### src/rtl/sys_bus_pkg.sv
// Shared types and constants for the CPU-to-peripheral bus bridge.
package sys_bus_pkg;

  localparam int unsigned WORD_W = 32;
  localparam int unsigned INTR_W = 6;
  localparam int unsigned SLOT_W = 3;
  localparam logic [WORD_W-1:0] DEFAULT_BASE_ADDR = 32'h0000_7F00;

  typedef enum logic [1:0] {
    StIdle   = 2'd0,
    StAccess = 2'd1,
    StResp   = 2'd2
  } state_e;

endpackage

### src/rtl/sys_bus_decode.sv
// Combinational address decode: range hit, slot index and word alignment.
module sys_bus_decode
  import sys_bus_pkg::*;
#(
  parameter int unsigned N_DEV = 3,
  parameter logic [WORD_W-1:0] BASE_ADDR = DEFAULT_BASE_ADDR,
  parameter int unsigned REG_AW = 2
) (
  input  logic [WORD_W-1:0] addr,
  output logic              hit,
  output logic [SLOT_W-1:0] slot,
  output logic              misaligned
);

  localparam int unsigned SLOT_SHIFT = REG_AW + 2;
  localparam logic [WORD_W-1:0] SPAN = WORD_W'(N_DEV) << SLOT_SHIFT;

  logic [WORD_W-1:0] offset;

  // Subtracting first keeps the upper bound free of overflow near the top of memory.
  assign offset     = addr - BASE_ADDR;
  assign hit        = (addr >= BASE_ADDR) && (offset < SPAN);
  assign slot       = SLOT_W'(offset >> SLOT_SHIFT);
  assign misaligned = |addr[1:0];

endmodule

### src/rtl/sys_bus_bridge.sv
// CPU data port to N_DEV memory-mapped devices: decode, req/ack with timeout, interrupt masking.
module sys_bus_bridge
  import sys_bus_pkg::*;
#(
  parameter int unsigned N_DEV = 3,
  parameter logic [WORD_W-1:0] BASE_ADDR = DEFAULT_BASE_ADDR,
  parameter int unsigned REG_AW = 2,
  parameter int unsigned TIMEOUT = 16,
  parameter logic [INTR_W-1:0] INTR_MASK = 6'b111111
) (
  input  logic                    clk,
  input  logic                    reset,
  input  logic                    pr_req,
  input  logic                    pr_we,
  input  logic [WORD_W-1:0]       pr_addr,
  input  logic [WORD_W-1:0]       pr_wd,
  output logic [WORD_W-1:0]       pr_rd,
  output logic                    pr_ready,
  output logic                    pr_err,
  output logic [N_DEV-1:0]        dev_sel,
  output logic                    dev_we,
  output logic [REG_AW-1:0]       dev_addr,
  output logic [WORD_W-1:0]       dev_wd,
  input  logic [N_DEV*WORD_W-1:0] dev_rd,
  input  logic [N_DEV-1:0]        dev_ack,
  input  logic [N_DEV-1:0]        dev_intr,
  output logic [INTR_W-1:0]       hw_intr
);

  localparam int unsigned CNT_W = (TIMEOUT > 1) ? $clog2(TIMEOUT) : 1;

  if (N_DEV < 1 || N_DEV > 6) begin : g_bad_n_dev
    $fatal(1, "sys_bus_bridge: N_DEV must be in 1..6");
  end

  state_e            state_q;
  logic [CNT_W-1:0]  cnt_q;
  logic              dec_hit;
  logic [SLOT_W-1:0] dec_slot;
  logic              dec_misaligned;
  logic              sel_ack;
  logic              timed_out;
  logic [WORD_W-1:0] sel_rd;
  logic [INTR_W-1:0] intr_d;

  sys_bus_decode #(
    .N_DEV    (N_DEV),
    .BASE_ADDR(BASE_ADDR),
    .REG_AW   (REG_AW)
  ) u_decode (
    .addr      (pr_addr),
    .hit       (dec_hit),
    .slot      (dec_slot),
    .misaligned(dec_misaligned)
  );

  // dev_sel is one-hot during ACCESS, so masking by it ignores acks from other slots.
  assign sel_ack   = |(dev_ack & dev_sel);
  assign timed_out = (TIMEOUT != 0) && (cnt_q == CNT_W'(TIMEOUT - 1));

  always_comb begin
    sel_rd = '0;
    for (int k = 0; k < N_DEV; k++) begin
      if (dev_sel[k]) sel_rd = dev_rd[k*WORD_W +: WORD_W];
    end
  end

  always_comb begin
    intr_d = '0;
    intr_d[N_DEV-1:0] = dev_intr & INTR_MASK[N_DEV-1:0];
  end

  always_ff @(posedge clk or posedge reset) begin
    if (reset) begin
      state_q  <= StIdle;
      cnt_q    <= '0;
      pr_rd    <= '0;
      pr_ready <= 1'b0;
      pr_err   <= 1'b0;
      dev_sel  <= '0;
      dev_we   <= 1'b0;
      dev_addr <= '0;
      dev_wd   <= '0;
      hw_intr  <= '0;
    end else begin
      hw_intr  <= intr_d;
      pr_ready <= 1'b0;
      unique case (state_q)
        StIdle: begin
          if (pr_req) begin
            if (dec_hit && !dec_misaligned) begin
              dev_sel  <= N_DEV'(1) << dec_slot;
              dev_we   <= pr_we;
              dev_addr <= pr_addr[REG_AW+1:2];
              dev_wd   <= pr_wd;
              cnt_q    <= '0;
              state_q  <= StAccess;
            end else begin
              pr_err   <= 1'b1;
              pr_rd    <= '0;
              pr_ready <= 1'b1;
              state_q  <= StResp;
            end
          end
        end
        StAccess: begin
          cnt_q <= cnt_q + CNT_W'(1);
          // Ack is tested first so it wins over a timeout in the same cycle.
          if (sel_ack || timed_out) begin
            pr_rd    <= (sel_ack && !dev_we) ? sel_rd : '0;
            pr_err   <= !sel_ack;
            pr_ready <= 1'b1;
            dev_sel  <= '0;
            dev_we   <= 1'b0;
            cnt_q    <= '0;
            state_q  <= StResp;
          end
        end
        StResp: begin
          cnt_q   <= '0;
          state_q <= StIdle;
        end
        default: state_q <= StIdle;
      endcase
    end
  end

endmodule

### config.mk
export PLATFORM = sky130hd
export DESIGN_NAME = sys_bus_bridge
export DESIGN_NICKNAME = d
export VERILOG_FILES = /design/src/rtl/sys_bus_pkg.sv /design/src/rtl/sys_bus_decode.sv /design/src/rtl/sys_bus_bridge.sv
export SDC_FILE = /design/constraint.sdc
export NUM_CORES = 1
export LEC_CHECK = 0
export CORE_ASPECT_RATIO = 0.6
export CORE_UTILIZATION = 30
export CTS_CLUSTER_SIZE = 12
export DETAILED_ROUTE_END_ITERATION = 8
export PLACE_DENSITY = 0.65
export SLEW_MARGIN = 20
export SYNTH_ARGS = -nofsm -noshare
export SYNTH_HDL_FRONTEND = slang
export SYNTH_SLANG_ARGS = --single-unit
### constraint.sdc
create_clock -name clk -period 4.4 [get_ports clk]
set_input_delay 0.44 -clock clk [delete_from_list [all_inputs] [get_ports clk]]
set_output_delay 0.44 -clock clk [all_outputs]
set_load 0.005 [all_outputs]
==> impl_metrics.csv, run 1 <==
group,metric,value,unit
synthesis,yosysTopAreaCellShare,52.31,%
timing,clock-skew-final,0.006611,ns
drt,finalWirelength,12620,um
timing,hold_ws,0.4892,ns
finish,fillerInstances,1086,
clocking,cts_max_path_buffers,2,
die,die_height,90.04,um
synthesis,yosys_warn_count,0,
finish,insertedDiodeCount,0,
finish,final_util,54.51,%
place,dp_worst_setup_slack,1.308,ns
place,final_weighted_congestion_in_routability_driven_placement,0.7853,
synthesis,syn-mean-instance-area,11.40,sq um
job,drv_cap,0,
setup_path,r2r_setup_slack,2.04,ns
setup_path,critical_path.max_stage_delay,0.54,ns
timing,grt_setup_unrepaired,"false",
setup_path,crit_path_cell_trace,"clkdlybuf4s50_1 > or4_1 > a21oi_2 > and4b_1 > nand3_4 > mux2_4",
clocking,cts_inserted_buffers,9,
timing,layout_min_cycle_time,2.744,ns
synthesis,synth.ff_latch_count,81,
min_path,hold_depth,1,
finish,drive_above_1_share,10.36,%
drt,routed_wire_length_per_instance,16.96,um
drt,route.detailed.drc,0,
setup_path,critical_path.startpoint_type,"input pin",
global_route,grtUsageTotal,18.90,%
drt,drt.antenna.violating_nets,0,
setup_path,cp.arrival,2.95,ns
clocking,cts.hold.buffers_added,0,
drt,routed-via-count,3601,
finish,nets,746,
synthesis,synth.area.top_cells,"sky130_fd_sc_hd__dfrtp_1, sky130_fd_sc_hd__mux2_4, sky130_fd_sc_hd__a22o_1, sky130_fd_sc_hd__a22oi_1, sky130_fd_sc_hd__o21ai_0",
timing,finalMaxSlewViolations,0,
die,dieWidth,148.7,um
power,report.power.total,1.661,mW
clocking,tritoncts,"built",
timing,setup_tns,0,ns
min_path,holdCritPathClass,"reg -> reg",
setup_path,crit_required,4.61,ns
timing,timing.fmax,364.5,MHz
clocking,clkSinkCount,81,
synthesis,synth_most_common_cell,"sky130_fd_sc_hd__dfrtp_1",
place,dpl.hpwl,9212,um
global_route,grt-ovfl-total,0,
power,power-per-cell-area,247.1,nW/um^2
timing,period_share,62.36,%
synthesis,synth_seq_area_share,52.31,%
place,io_buffers,244,
clocking,skew_pair_late_insertion_delay,0.33,ns
die,initial_utilization,31.42,%
synthesis,synth_async_sr_flop_share,100.0,%
clocking,clkSlewWorstSetupHoldPaths,0.06,ns
drt,drt-pass1-iter-count,5,
global_route,grt_first_pass_wirelength,19620,um
die,fp.coreArea,12330,sq um
setup_path,timing.critical_path.to_type,"register",
synthesis,yosys_most_used_dff,"sky130_fd_sc_hd__dfrtp_1",
setup_path,cp_max_fo,37,
global_route,number_of_global_route_vias_before_repair,3734,
synthesis,synthDistinctLibCells,36,
die,fp-row-count,31,
finish,area.growth.synth_to_final,73.52,%
synthesis,synth_edf_count,0,
global_route,antenna_violations_before_repair,0,
setup_path,path_class,"in -> reg",
timing,setup_slack,1.656,ns
timing,timing_hold_violations_final,0,
drt,dr.first_iter.drc_count,93,
power,static-leakage-power,2.875,nW
clocking,post-cts-setup-buffer-count,0,
synthesis,synth_largest_area_cell,"sky130_fd_sc_hd__dfrtp_1",
setup_path,worst-r2r-cell-count,6,
clocking,cts-htree-levels,3,
synthesis,synthesis.area,3875,sq um
synthesis,synth.cells.most_frequent,"sky130_fd_sc_hd__dfrtp_1, sky130_fd_sc_hd__nand2_1, sky130_fd_sc_hd__a22o_1, sky130_fd_sc_hd__o21ai_0, sky130_fd_sc_hd__a22oi_1",
timing,maxSlewHeadroom,32.58,%
global_route,grt_max_degree,69,
die,boundaryPins,248,
clocking,post_cts_resized,0,
timing,tightest_slew,1.011,ns
drt,route.detailed.vias_per_inst,4.840,
synthesis,synth_cells,340,
clocking,clockRootBuffer,"sky130_fd_sc_hd__clkbuf_16",
setup_path,critPathSlowestCell,"sky130_fd_sc_hd__or4_1",
die,dieArea,13390,sq um
run_status,status,"complete, no violations",
power,vdd_ir_max,0.0001724,V
timing,report.final.setup_viol,0,
[path summary, 6_finish.rpt]
kind                             start    endpoint
min                             pr_err      pr_err
max reg2reg                 dev_sel[2]   pr_rd[16]
max in group asynchronous        reset  dev_wd[23]
min in group asynchronous        reset   dev_wd[3]
max                        pr_addr[22]   dev_wd[9]
min reg2reg                     pr_err      pr_err
[cell usage in the layout, fill, tap and decap left out, types with 2 or more instances in the layout]
master / n
sky130_fd_sc_hd__mux2_2: 8
sky130_fd_sc_hd__dfrtp_1: 80
sky130_fd_sc_hd__o21ai_0: 35
sky130_fd_sc_hd__a22o_1: 35
sky130_fd_sc_hd__nand4_1: 2
sky130_fd_sc_hd__inv_1: 4
sky130_fd_sc_hd__a32o_1: 2
sky130_fd_sc_hd__conb_1: 3
sky130_fd_sc_hd__clkinvlp_4: 3
sky130_fd_sc_hd__buf_4: 5
sky130_fd_sc_hd__nor2_1: 7
sky130_fd_sc_hd__a21o_1: 2
sky130_fd_sc_hd__nand2_1: 44
sky130_fd_sc_hd__clkinv_2: 2
sky130_fd_sc_hd__clkdlybuf4s50_1: 244
sky130_fd_sc_hd__mux2_4: 27
sky130_fd_sc_hd__clkbuf_16: 9
sky130_fd_sc_hd__nor4_1: 5
sky130_fd_sc_hd__nor2b_1: 2
sky130_fd_sc_hd__a22oi_1: 32
sky130_fd_sc_hd__nand3_1: 7
sky130_fd_sc_hd__o2bb2ai_1: 2
[cell families after synthesis]
kind of cell	synth area share (%)
compound gates	20.99
xor+xnor	0.2261
fa+ha+maj	0.3228
buf+inv	4.068
flops	52.31
mux	12.79
other cells	0.09678
simple gates	9.203
[cell type report]
class	count	area, sq um	share of cell area, %
inverters	5	20.02	0.2977
well taps	165	206.4	3.070
clock buffers	10	229.0	3.405
flip-flops and latches	81	2028	30.16
multi-input cells	229	1703	25.33
clock inverters	5	57.56	0.8560
repair buffers	249	2480	36.88
[critical path, delay by kind of cell]
kind	cells	cell delay, ns
buffers and inverters	1	0.39
AOI/OAI and AO/OA	1	0.20
muxes	1	0.51
and+or+nand+nor	3	1.36
[through the flow]
stage	std cells	area, sq um
2_1_floorplan	342	3882
3_5_place_dp	729	6437
5_1_grt	744	6724
6_report	744	6724
4_1_cts	744	6724
3_3_place_gp	729	6437
[flip-flops by register name, summed over array words and instances, names as in the netlist]
| register | count |
|---|---|
| dev_wd | 32 |
| pr_rd | 32 |
| cnt_q | 4 |
| dev_sel | 3 |
| hw_intr | 3 |
| dev_addr | 2 |
| state_q | 2 |
| dev_we | 1 |
| pr_err | 1 |
| pr_ready | 1 |
[power by group]
part / internal, mW / switching [mW]
registers: 0.748 / 0.00207
logic: 0.139 / 0.0532
clock network: 0.435 / 0.284
[metal layers]
metal	GRT usage [%]	vias up	share of wire [%]
met3	7.766	9	10
met5	0	-	0
met1	23.45	1709	44
li1	-	1721	-
met4	3.608	0	0.59
met2	30.80	162	45
Power figures use the tool's default switching activity.
==> run 2, diff against run 1 <==
--- a/config.mk
+++ b/config.mk
@@ -9,7 +9,7 @@
 export CORE_UTILIZATION = 30
 export CTS_CLUSTER_SIZE = 12
 export DETAILED_ROUTE_END_ITERATION = 8
-export PLACE_DENSITY = 0.65
+export PLACE_DENSITY = 0.68
 export SLEW_MARGIN = 20
 export SYNTH_ARGS = -nofsm -noshare
 export SYNTH_HDL_FRONTEND = slang
==> constraint.sdc (replaced) <==
create_clock -name clk -period 2.5 [get_ports clk]
set_input_delay 0.25 -clock clk [delete_from_list [all_inputs] [get_ports clk]]
set_output_delay 0.25 -clock clk [all_outputs]
set_load 0.005 [all_outputs]
==> run 2 against run 1 <==
Clock power increased by 100%. Die area unchanged. Register-to-register slack got worse by 1.5 ns. Setup slack got worse by 1.3 ns. Highest routed layer unchanged. Critical endpoint is now dev_wd[12].
==> impl_metrics.csv, run 2 (synthesized netlist as in run 1, its figures left out) <==
group,metric,value,unit
global_route,grtUsageTotal,18.68,%
setup_path,r2r_setup_slack,0.59,ns
place,detailed_place.area,6528,sq um
clocking,post_cts_resized,0,
finish,mostFrequentLayoutCell,"sky130_fd_sc_hd__clkdlybuf4s50_1",
finish,reg_top3,"dev_wd (32), pr_rd (32), cnt_q (4)",
drt,route.detailed.vias_per_inst,4.736,
clocking,clkSlewWorstSetupHoldPaths,0.06,ns
die,boundaryPins,248,
die,dieArea,13390,sq um
drt,drt-pass1-iter-count,4,
setup_path,r2r_end,"pr_rd[19]",
clocking,cts-htree-levels,3,
setup_path,path_class,"in -> reg",
setup_path,timing.critical_path.to,"dev_wd[12]",
die,die_height,90.04,um
die,fp-row-count,31,
timing,setup_slack,0.3862,ns
timing,tightest_slew,0.5484,ns
global_route,grt_first_pass_wirelength,19690,um
clocking,clkSinkCount,81,
clocking,cts_inserted_buffers,9,
global_route,antenna_violations_before_repair,0,
timing,finalMaxSlewViolations,0,
die,fp.coreArea,12330,sq um
clocking,cts_max_path_buffers,2,
timing,clock-skew-final,0.005031,ns
finish,insertedDiodeCount,0,
setup_path,critical_path.startpoint_type,"input pin",
clocking,skew_pair_late_insertion_delay,0.33,ns
setup_path,timing.critical_path.to_type,"register",
finish,area_of_the_multi_input_gates,1703,sq um
power,report.power.total,3.102,mW
finish,sequential_cell_area,2028,sq um
setup_path,worst_r2r_startpoint,"dev_sel[1]",
setup_path,crit_required,2.71,ns
finish,final_util,55.60,%
job,drv_cap,0,
global_route,grt_max_degree,64,
finish,drive_above_1_share,11.43,%
place,dp_worst_setup_slack,0.05587,ns
timing,maxSlewHeadroom,63.44,%
min_path,holdCritPathClass,"in -> async",
finish,nets,753,
drt,finalWirelength,12410,um
place,final_weighted_congestion_in_routability_driven_placement,0.7777,
setup_path,worst-r2r-cell-count,6,
global_route,number_of_global_route_vias_before_repair,3846,
clocking,tritoncts,"built",
power,static-leakage-power,2.956,nW
place,dpl.hpwl,9373,um
clocking,cts.hold.buffers_added,0,
timing,setup_tns,0,ns
finish,finalInstanceArea,6858,sq um
timing,layout_min_cycle_time,2.114,ns
timing,timing.fmax,473.1,MHz
setup_path,cp.arrival,2.32,ns
power,vdd_ir_max,0.0004055,V
drt,routed-via-count,3557,
finish,most-common-layout-cells,"sky130_fd_sc_hd__clkdlybuf4s50_1, sky130_fd_sc_hd__dfrtp_1, sky130_fd_sc_hd__nand2_1",
finish,area.growth.synth_to_final,76.98,%
drt,route.detailed.drc,0,
timing,timing_hold_violations_final,0,
drt,drt.antenna.violating_nets,0,
timing,grt_setup_unrepaired,"false",
finish,fillerInstances,1065,
timing,report.final.setup_viol,0,
clocking,clockRootBuffer,"sky130_fd_sc_hd__clkbuf_16",
global_route,grt-ovfl-total,0,
clocking,post-cts-setup-buffer-count,0,
place,io_buffers,244,
drt,dr.first_iter.drc_count,95,
run_status,status,"complete, no violations",
setup_path,worstSetupStartpoint,"pr_addr[22]",
power,power-per-cell-area,452.3,nW/um^2
drt,routed_wire_length_per_instance,16.52,um
setup_path,cp_max_fo,34,
die,dieWidth,148.7,um
timing,period_share,84.55,%
die,initial_utilization,31.42,%
[run 2: cell types whose count changed in the layout (fill, tap and decap cells not counted)]
cell,before,now
sky130_fd_sc_hd__clkinv_2,2,1
sky130_fd_sc_hd__clkbuf_8,0,3
sky130_fd_sc_hd__buf_12,0,3
sky130_fd_sc_hd__bufinv_16,1,2
sky130_fd_sc_hd__clkinvlp_4,3,0
sky130_fd_sc_hd__buf_4,5,9
[run 2: cell type report]
type | count | area share (%)
timing repair buffer | 256 | 37.47
sequential | 81 | 29.57
multi-input combinational | 229 | 24.83
clock buffer | 13 | 3.941
tap | 165 | 3.010
clock inverter | 2 | 0.8758
inverter | 5 | 0.2919
[run 2: through the flow]
step	hold slack [ns]	cells
floorplan	0.2814	342
global placement	0.4778	736
detailed placement	0.4881	736
CTS	0.2368	751
global route	0.2660	751
finish	0.2313	751
[run 2: layer usage]
metal / vias up / share of wire [%] / GRT usage, % / wire length, um
met5: - / 0 / 0 / 0
met4: 0 / 0.88 / 4.467 / 109
met3: 10 / 8.9 / 6.853 / 1105
met2: 144 / 45 / 29.95 / 5547
met1: 1668 / 45 / 23.77 / 5644
li1: 1735 / - / - / -
[run 2: power breakdown]
part	switching [mW]	internal [mW]	leakage (nW)
clock network	0.485	0.951	0.162
logic	0.0934	0.252	1.68
registers	0.00389	1.32	1.12
[run 2: worst min-delay path by stage]
| stage | start | end | cells past startpoint |
|---|---|---|---|
| 3_5_place_dp | pr_err | pr_err | 1 |
| 6_report | reset | dev_wd[15] | 2 |
| 4_1_cts | reset | dev_wd[29] | 2 |
| 2_1_floorplan | dev_intr[0] | hw_intr[0] | 0 |
| 3_3_place_gp | pr_err | pr_err | 1 |
| 5_1_grt | reset | dev_wd[29] | 2 |
[run 2: worst max-delay path, cell delays in order]
cell and delay (ns):
sky130_fd_sc_hd__clkdlybuf4s50_1 0.39, sky130_fd_sc_hd__or4_1 0.53, sky130_fd_sc_hd__a21oi_2 0.21, sky130_fd_sc_hd__and4b_1 0.29, sky130_fd_sc_hd__nand3_4 0.10, sky130_fd_sc_hd__buf_12 0.20, sky130_fd_sc_hd__mux2_4 0.32
